==> src/rtl/tick_generator.sv <==
// tick_generator: multi-channel programmable tick source with per-channel square wave.
//
// Each channel counts clk cycles (or, when TICK_CASCADE_EN is defined, ticks of
// the previous channel) up to its runtime-programmable period, producing a
// registered one-cycle tick pulse and a 50 % duty square wave that toggles on
// every tick.
//
// Optional feature macro: TICK_CASCADE_EN
//   defined   : channel i>0 steps on tick_o[i-1]; channel 0 steps every cycle
//   undefined : every channel steps every cycle
//
// Ports:
//   clk        in   system clock
//   rst_n      in   asynchronous active-low reset
//   en         in   global count enable
//   clr        in   synchronous restart of all channels
//   cfg_we     in   period write strobe
//   cfg_ch     in   channel selected for write / readback
//   cfg_period in   new period in cycles (0 parks the channel)
//   cfg_rdata  out  period of cfg_ch, combinational; 0 for out-of-range cfg_ch
//   tick_o     out  one-cycle pulse per channel period
//   sq_o       out  square wave toggling on each channel tick
module tick_generator #(
    parameter int          NUM_CH         = 4,
    parameter int          CNT_W          = 27,
    parameter int unsigned DEFAULT_PERIOD = 100000000,
    localparam int         CH_W           = (NUM_CH > 1) ? $clog2(NUM_CH) : 1
) (
    input  logic              clk,
    input  logic              rst_n,
    input  logic              en,
    input  logic              clr,
    input  logic              cfg_we,
    input  logic [CH_W-1:0]   cfg_ch,
    input  logic [CNT_W-1:0]  cfg_period,
    output logic [CNT_W-1:0]  cfg_rdata,
    output logic [NUM_CH-1:0] tick_o,
    output logic [NUM_CH-1:0] sq_o
);

    logic [CNT_W-1:0]  period_v [NUM_CH];
    logic [NUM_CH-1:0] step;

`ifdef TICK_CASCADE_EN
    // Channel i advances once per tick of channel i-1, so a parked upstream
    // channel freezes everything downstream of it.
    if (NUM_CH > 1) begin : g_cascade
        assign step = {tick_o[NUM_CH-2:0], 1'b1};
    end else begin : g_single
        assign step = 1'b1;
    end
`else
    assign step = '1;
`endif

    for (genvar i = 0; i < NUM_CH; i++) begin : g_ch
        logic [CNT_W-1:0] period_q, period_d;
        logic [CNT_W-1:0] cnt_q, cnt_d;
        logic             tick_q, tick_d;
        logic             sq_q, sq_d;
        logic             sel;
        logic             wrap;

        assign sel  = cfg_we && (cfg_ch == CH_W'(i));
        assign wrap = (cnt_q == period_q - CNT_W'(1));

        // Priority: clr, own period write, parked, stalled, wrap, count.
        // A write coincident with clr still lands in the period register.
        always_comb begin
            period_d = sel ? cfg_period : period_q;
            cnt_d    = cnt_q;
            tick_d   = 1'b0;
            sq_d     = sq_q;
            if (clr) begin
                cnt_d = '0;
                sq_d  = 1'b0;
            end else if (sel) begin
                cnt_d = '0;
            end else if (period_q == '0) begin
                cnt_d = '0;
                sq_d  = 1'b0;
            end else if (en && step[i]) begin
                cnt_d  = wrap ? '0 : cnt_q + CNT_W'(1);
                tick_d = wrap;
                sq_d   = wrap ? ~sq_q : sq_q;
            end
        end

        always_ff @(posedge clk or negedge rst_n) begin
            if (!rst_n) begin
                period_q <= CNT_W'(DEFAULT_PERIOD);
                cnt_q    <= '0;
                tick_q   <= 1'b0;
                sq_q     <= 1'b0;
            end else begin
                period_q <= period_d;
                cnt_q    <= cnt_d;
                tick_q   <= tick_d;
                sq_q     <= sq_d;
            end
        end

        assign period_v[i] = period_q;
        assign tick_o[i]   = tick_q;
        assign sq_o[i]     = sq_q;
    end

    // Decoded readback so an out-of-range cfg_ch returns 0 rather than
    // indexing past the array.
    always_comb begin
        cfg_rdata = '0;
        for (int i = 0; i < NUM_CH; i++)
            if (cfg_ch == CH_W'(i))
                cfg_rdata = period_v[i];
    end

endmodule

==> config.mk <==
export PLATFORM = sky130hd
export DESIGN_NAME = tick_generator
export DESIGN_NICKNAME = d
export VERILOG_FILES = /design/src/rtl/tick_generator.sv
export SDC_FILE = /design/constraint.sdc
export NUM_CORES = 1
export LEC_CHECK = 0
export CORE_MARGIN = 2
export CORE_UTILIZATION = 45
export CTS_BUF_LIST = sky130_fd_sc_hd__clkbuf_8
export DETAILED_ROUTE_END_ITERATION = 16
export REMOVE_ABC_BUFFERS = 1
export SLEW_MARGIN = 20
export SYNTH_ARGS = -nofsm -noshare
export SYNTH_HDL_FRONTEND = slang
export SYNTH_SLANG_ARGS = --single-unit
==> constraint.sdc <==
create_clock -name clk -period 3.48 [get_ports clk]
set_input_delay 0.522 -clock clk [delete_from_list [all_inputs] [get_ports clk]]
set_output_delay 0.522 -clock clk [all_outputs]
set_load 0.01 [all_outputs]
After elaboration in Yosys (flattened, before gate mapping)
Cells that the tools add are included.

Add/sub/neg operators: 8. Eq/ne operators: 11. Mux-type cells: 60. Bitwise logic cells: 4. Reduce and logical (&&, ||, !) cells: 25.

Operators by type and width (number): $mux 27 (24); $add 27x1->27 const B (4); $eq 27x27->1 (4); $logic_not 27->1 (4); $sub 27x1->27 const B (4); $mux 1 (36); $reduce_bool 3->1 (8); $reduce_bool 4->1 (4); $reduce_and 3->1 (4); $ne 2x2->1 const B (4); $eq 2x2->1 const B (2); $logic_and 1x1->1 (4); $not 1->1 (4); $eq 2x1->1 const B (1); $logic_not 2->1 (1).

Register bits: 224. Bits of input ports: 34. Output and inout port bits: 35. Word-level logic and storage cells: 124.

Longest topological paths before layout
Gate-level depths: netlist of the first run.

Word-level depth: 7. Gate-level depth with buffers: 15. Mapped depth without buffers: 11.

Worst setup path before layout of the first run
No wires, ideal clock.

Path type: flip-flop to flip-flop. Start: reg g_ch[1].period_q[0]. End: reg g_ch[1].cnt_q[23]. Setup time: 130 ps. Data arrival time: 3444 ps. Slack: -94 ps. Stages on the path, launching flop included: 16. Period minus slack after synthesis: 3574 ps. Cells stage by stage: dfrtp_1 inv_1 ha_1 or3b_2 clkbuf_1 or4_1 or3b_1 a31oi_1 o2bb2ai_1 or4_1 or2_1 buf_6 buf_6 buf_12 nand2_2 nand3_2.

Cells in the longest elaborated chain, start to end: 7.

Ends and longest elaborated chain: from (decl) (line 57) `logic [CNT_W-1:0] period_q, period_d;`; from (signal assigned) (line 91) `period_q <= CNT_W'(DEFAULT_PERIOD);`; from (signal assigned) (line 96) `period_q <= period_d;`; $sub 27x1->27 (line 65) `assign wrap = (cnt_q == period_q - CNT_W'(1));`; $eq 27x27->1 (line 65); $mux 27 (line 83) `cnt_d = wrap ? '0 : cnt_q + CNT_W'(1);`; $mux 27 (line 82) `end else if (en && step[i]) begin`; $mux 27 (line 79) `end else if (period_q == '0) begin`; $mux 27 (line 77) `end else if (sel) begin`; $mux 27 (line 74) `if (clr) begin`; to (signal assigned) (line 97) `cnt_q <= cnt_d;`; to (decl) (line 58) `logic [CNT_W-1:0] cnt_q, cnt_d;`.

Several ways; a longest one is shown, not always the timed one. The select of a mux whose other input is x is not followed. A chain may end at the register's enable or synchronous reset.

Worst setup path after layout of the first run
Start: reg g_ch[1].period_q[0]. End: reg g_ch[1].cnt_q[3].

Same word-level chain as after synthesis.

==> run metrics, run 1 <==
via/cell ratio 6.12; crit-path max FO 15; Layout area overhead 20.1%; slew of the pin with the lowest slew margin 869 ps; Seq cells post-synth 224; crit path launch g_ch[1].period_q[0]; Setup TNS 0 ps; start of the worst register-to-register path g_ch[1].period_q[0]; status finished clean; vias in the first global route 14,000; Final ANT Viol Nets 0; Final Util 0.552; critical path arrival 3920 ps; WL/cell 21.5 um; clock tree buffer depth 3; dpl cells 2,297; share of cells above drive strength 1 0.256; Worst-Skew Late Latency 600 ps; number of flops mapped to enable cells by yosys 0; chip width 192 um; antenna violations before repair 0; Clk Tree Root Cell clkbuf_8; Slew headroom 0.418; Max VDD drop 0.273 mV; htree depth 2; final std cells w/o fill 2,392; RSZ-0062 raised after global routing yes; Slew Viols, Final 0; largest net degree at the start of global routing 81; Setup crit start kind flip-flop; final hold vios 0; leakage power 7.70 nW; crit end category flip-flop; Final period util 0.989; filler cell count 3,160; Via Count 14,600; post-synthesis sequential area ratio 0.355; Final GP Congestion 0.934; MaxCap Viol Count 0; Core ar. 34,700 um^2; GRT Resource Usage Total 0.281; grt ovf 0; Clock Skews 18.9 ps; routed wire length 51.5 mm; Std-Cell Rows 68; Final setup viols 0; port bufs 68; first-pass GRT wire length 80.2 mm; Starting Density 0.460; Die Span Y 192 um; Max Clock Freq 290 MHz; post-synth cell types 83; Power Density 463 nW/um^2; Pwr Total 0.00888 W; Syn Inst Count 1,769; TritonCTS clock tree done; Ys Warns 0; fraction of registers with async set/reset 1.00; Worst Path Required 3950 ps; Num CTS Buffers 44; I/O pins 69; # diodes 0; Post-synth top flop dfrtp_1; Final min period 3440 ps; die area 37,000 um^2; final net count 1,943; critical path class flip-flop to flip-flop; Pre-Repair DR Iteration Count 7; synthesized area per cell 9.02 um^2; Clock Sink Count 224; Hold Crit Class input pin to async pin; Detail Placement HPWL 38.0 mm; clk slew on worst S/H paths 60 ps; Post-Syn Area 16,000 um^2; drt drc 0; drt initial violations 1,254
## synthesized netlist by cell type, types with 18 or more instances
library cell / count / area (um^2)
dfstp_2: 48 / 1260
nand4_1: 35 / 219
nor4_1: 50 / 313
a22o_1: 20 / 175
clkbuf_1: 103 / 387
or4_1: 25 / 188
nor3_1: 85 / 425
dfrtp_1: 176 / 4400
mux4_2: 27 / 608
mux2i_1: 33 / 330
and3_1: 49 / 307
or2_2: 21 / 131
nor2_1: 130 / 488
or3_1: 26 / 163
xnor2_1: 73 / 639
nand2_1: 164 / 616
nand3_1: 105 / 526
xor2_1: 49 / 429
o21ai_0: 48 / 240
mux2_2: 105 / 1180
buf_1: 18 / 67.6
a21oi_1: 38 / 190
inv_1: 35 / 131
## cell type report
type                       instances  area, um^2  share of cell area
clock buffer                      58         798              0.0416
sequential                       224        5670               0.296
clock inverter                    24         184             0.00959
tap                              455         569              0.0297
inverter                          35         131             0.00685
timing repair buffer             222        1950               0.102
multi-input combinational       1374        9880               0.515
## flip-flops by register name (all words and copies together) (netlist names)
register,cells
g_ch.cnt_q,108
g_ch.period_q,108
g_ch.tick_q,4
g_ch.sq_q,4
## repair_timing
action / in CTS / in global routing
endpoints found under the hold margin: 65 / 0
cloned: 0 / 1
setup buffers: 3 / 7
hold buffers: 1 / 0
gates resized for setup: 12 / 35
setup endpoints to repair: 21 / 76
pin swaps: 3 / 12
## per-stage QoR
stage / worst slack (ps) / cell area [um^2] / hold slack [ps]
after floorplan: -1270 / 15400 / 226
after global placement: -108 / 17800 / 521
after detailed placement: -153 / 17800 / 540
after CTS: 5.09 / 18900 / 506
after global routing: -41.1 / 19200 / 562
final: 36.8 / 19200 / 517
## power breakdown
group | internal, W | switching, W
clock network | 0.00172 | 0.00126
logic | 0.00122 | 0.00134
registers | 0.00294 | 0.000399
## layer usage
metal / part of all wire / up-vias / global-route usage
met4: 0.036 / 0 / 0.107
li1: - / 6855 / -
met1: 0.44 / 7168 / 0.385
met5: 0 / - / 0
met2: 0.46 / 484 / 0.450
met3: 0.066 / 122 / 0.0435
## placed cells by master (no fill, tap or decap), types with 10 or more instances in the layout
cell type / netlist / final
a21oi_1: 38 / 37
clkdlybuf4s50_1: 0 / 65
nor2_1: 130 / 128
mux4_2: 27 / 27
a21o_1: 15 / 15
or4_1: 25 / 21
a221o_1: 16 / 16
nor3_1: 85 / 80
nor4_1: 50 / 42
a211oi_1: 15 / 13
buf_4: 8 / 142
a22o_1: 20 / 20
or3_1: 26 / 26
inv_1: 35 / 48
xor2_1: 49 / 49
nand2_1: 164 / 164
mux2i_1: 33 / 33
o21ai_0: 48 / 48
dfstp_2: 48 / 48
or2_2: 21 / 21
o211ai_1: 10 / 10
and3_1: 49 / 49
nand4b_1: 12 / 12
a31oi_1: 17 / 12
mux2_2: 105 / 105
dfrtp_1: 176 / 175
nand4_1: 35 / 35
clkbuf_8: 0 / 58
xnor2_1: 73 / 72
nor4b_1: 12 / 10
nand3_1: 105 / 105
nand3b_1: 15 / 15
nand2b_1: 11 / 11
## logic make-up (layout without fill, tap and decap cells)
family	Yosys count	after routing	synth area share
AOI/OAI and AO/OA	278	278	0.126
xor gates and xnor gates	122	122	0.0669
adders and majority gates	8	8	0.00627
buffers and inverters	171	339	0.0452
DFF	224	224	0.355
muxes	165	165	0.133
and+or+nand+nor	801	801	0.267
## critical path, cell delays in order, from the launching register on
cell	delay, ps
dfrtp_1	400
inv_1	70
ha_2	170
or3b_4	390
or4_4	430
buf_4	150
mux2_2	290
a31oi_4	190
o2bb2ai_1	90
or4_4	430
or2_4	290
buf_12	170
a31oi_4	150
mux2i_1	90
## path summary, 6_finish.rpt
check                                             to  slack, ps  cells after the start
worst max-delay path                g_ch[1].cnt_q[3]         40                     13
worst min-delay path                g_ch[0].cnt_q[2]        520                      2
worst max register to register      g_ch[1].cnt_q[3]         40                     13
worst min register to register     g_ch[0].cnt_q[18]        550                      1
max in group asynchronous       g_ch[0].period_q[15]       2080                      3
min in group clk                   g_ch[0].cnt_q[18]        550                      1
Power figures use the tool's default switching activity.
==> run 2: changes to the inputs <==
Settings changed: CORE_MARGIN 2 to 4.
==> run 2 against run 1 <==
Flip-flop and latch count did not move. Sequential power about the same. Global-route usage shrank 2.0 points. Largest power group unchanged. Count of clock-buffer cells in the layout decreased by 3. Critical endpoint is now g_ch[1].cnt_q[4]. Wire length up 0.38%. Worst hold slack worse by 24 ps. Setup slack gained 8.2 ps.
==> run metrics, run 2 (synthesis gave the netlist of run 1 again) <==
via/cell ratio 6.12 (+0.13%); RSZ-0062 raised after global routing yes; chip width 196 um (+2.1%); Final ANT Viol Nets 0 (unchanged); final hold vios 0 (unchanged); crit path launch g_ch[1].period_q[13]; Final min period 3430 ps (-8.25 ps); Pwr Total 0.00859 W (-3.2%); status finished clean; Std-Cell Rows 68 (unchanged); reg-to-reg endpoint g_ch[1].cnt_q[4]; largest net degree at the start of global routing 95 (+17%); Worst Path Required 3940 ps (about the same); final std cells w/o fill 2,388 (-0.17%); first-pass GRT wire length 80.2 mm (-0.11%); port bufs 68 (unchanged); Starting Density 0.459 (-0.00112); CP delay by family, top simple AND/OR/NAND/NOR gates; Clock Sink Count 224 (unchanged); Buf/Inv on CP 1 (-2); filler cell count 3,183 (+0.73%); clk slew on worst S/H paths 60 ps (about the same); Final period util 0.987 (-0.00237); Max Clock Freq 291 MHz (+0.24%); TritonCTS clock tree done; GRT Resource Usage Total 0.262 (-0.0198); Detail Placement HPWL 38.8 mm (+2.1%); Max VDD drop 0.274 mV (+0.32%); Layout area overhead 18.8%; R2R cell count 10 (-3); final net count 1,942 (-0.051%); Setup crit start kind flip-flop; commonest non-fill, non-tap cell in the layout dfrtp_1; routed wire length 51.7 mm (+0.38%); crit-path max FO 14 (-1); Clock Skews 32.9 ps (+14.0 ps); Post-DP Area 17,800 um^2 (+0.19%); Worst-Skew Late Latency 590 ps (about the same); htree depth 2 (unchanged); start of the worst register-to-register path g_ch[1].period_q[13]; Core ar. 34,800 um^2 (+0.25%); CP Depth 10 (-3); worst hold slack 493 ps (-24.1 ps); grt ovf 0 (unchanged); drt drc 0 (unchanged); Slew headroom 0.133 (-0.285); Num CTS Buffers 43 (-2.3%); die area 38,500 um^2 (+4.2%); critical path endpoint g_ch[1].cnt_q[4]; antenna violations before repair 1 (+1); clock tree buffer depth 3 (unchanged); Design Area, Final 19,000 um^2 (-1.1%); Via Count 14,600 (-0.034%); GR Util met1 0.361 (-0.0237); Die Span Y 196 um (+2.1%); critical path class flip-flop to flip-flop; Setup TNS 0 ps (unchanged); GR met3 Demand/Resource 0.0467 (+0.00325); CP peak stage delay 560 ps (+130 ps); met2 Use GR 0.416 (-0.0337); leakage power 7.64 nW (-0.89%); Most Crowded Layer GR met2; commonest cells after routing, fill and taps aside dfrtp_1 (176), nand2_1 (164), buf_4 (146); worst path cell trace or4_4, or4_4, or3b_4, a31oi_4, o2bb2ai_1, or4_4, or2_4, buf_12, a31oi_1, o2bb2ai_1; crit end category flip-flop; Regs by FF count g_ch.cnt_q: 108 flops, g_ch.period_q: 108 flops; drt initial violations 1,194 (-4.8%); reg-to-reg slack, setup 50 ps (about the same); MaxCap Viol Count 0 (unchanged); share of cells above drive strength 1 0.248 (-0.00723); slowest CP cell or4_4; # diodes 0 (unchanged); Final GP Congestion 0.900 (-3.7%); Final setup viols 0 (unchanged); slew of the pin with the lowest slew margin 1290 ps (+425 ps); Pre-Repair DR Iteration Count 6 (-1); Clk Tree Root Cell clkbuf_8; Slew Viols, Final 0 (unchanged); CP dominant cell by count or4_4; vias in the first global route 13,900 (-0.86%); Hold Crit Class input pin to flip-flop; Power Density 453 nW/um^2 (-2.1%); I/O pins 69 (unchanged); critical path arrival 3900 ps (-20 ps); dpl cells 2,304 (+0.30%); WL/cell 21.7 um (+0.55%)
==> run 2: worst min path at each step <==
stage               slack, ps                end               from  depth (start not counted)
floorplan                 230   g_ch[0].cnt_q[0]              rst_n                          0
global placement          530  g_ch[0].cnt_q[23]  g_ch[0].cnt_q[23]                          1
detailed placement        540  g_ch[0].cnt_q[23]  g_ch[0].cnt_q[23]                          1
CTS                       460       g_ch[3].sq_q          cfg_ch[0]                          4
global route              490       g_ch[3].sq_q          cfg_ch[0]                          4
finish                    490       g_ch[3].sq_q          cfg_ch[0]                          4
==> run 2: what timing repair did <==
action / in CTS / in global routing
cloned: 0 / 1
hold buffers: 1 / 0
gates resized for setup: 8 / 28
endpoints found under the setup margin: 26 / 67
endpoints found under the hold margin: 22 / 0
pin swaps: 4 / 8
buffers inserted: 1 / 3
==> run 2: final cells by class <==
class / count / area (um^2) / share of cell area
tap: 455 / 569 / 0.0300
multi-input combinational: 1374 / 9790 / 0.517
clock buffer: 55 / 757 / 0.0399
sequential: 224 / 5670 / 0.299
timing repair buffer: 222 / 1910 / 0.101
clock inverter: 23 / 128 / 0.00673
inverter: 35 / 131 / 0.00693
==> run 2: tightest hold or removal path: stages <==
cell and delay [ps]:
buf_2 170, buf_4 190, nand4_1 100, a21oi_1 60
==> run 2: routing by layer <==
metal  vias up  part of all wire
li1       6836                 -
met1      7225              0.44
met2       447              0.46
met3       114             0.062
met4         2             0.039
met5         -           0.00014
==> run 2: metrics by stage <==
| stage | util | setup WS [ps] |
|---|---|---|
| 6_report | 0.545 | 45.0 |
| 5_1_grt | 0.545 | -129 |
| 4_1_cts | 0.540 | 10.4 |
| 3_5_place_dp | 0.513 | -148 |
| 3_3_place_gp | 0.513 | -63.9 |
| 2_1_floorplan | - | -1270 |
==> run 2: where the power goes <==
group / total, W / switching (W) / internal (W)
clock: 0.00272 / 0.00123 / 0.00149
combinational: 0.00250 / 0.00130 / 0.00121
sequential: 0.00337 / 0.000430 / 0.00294
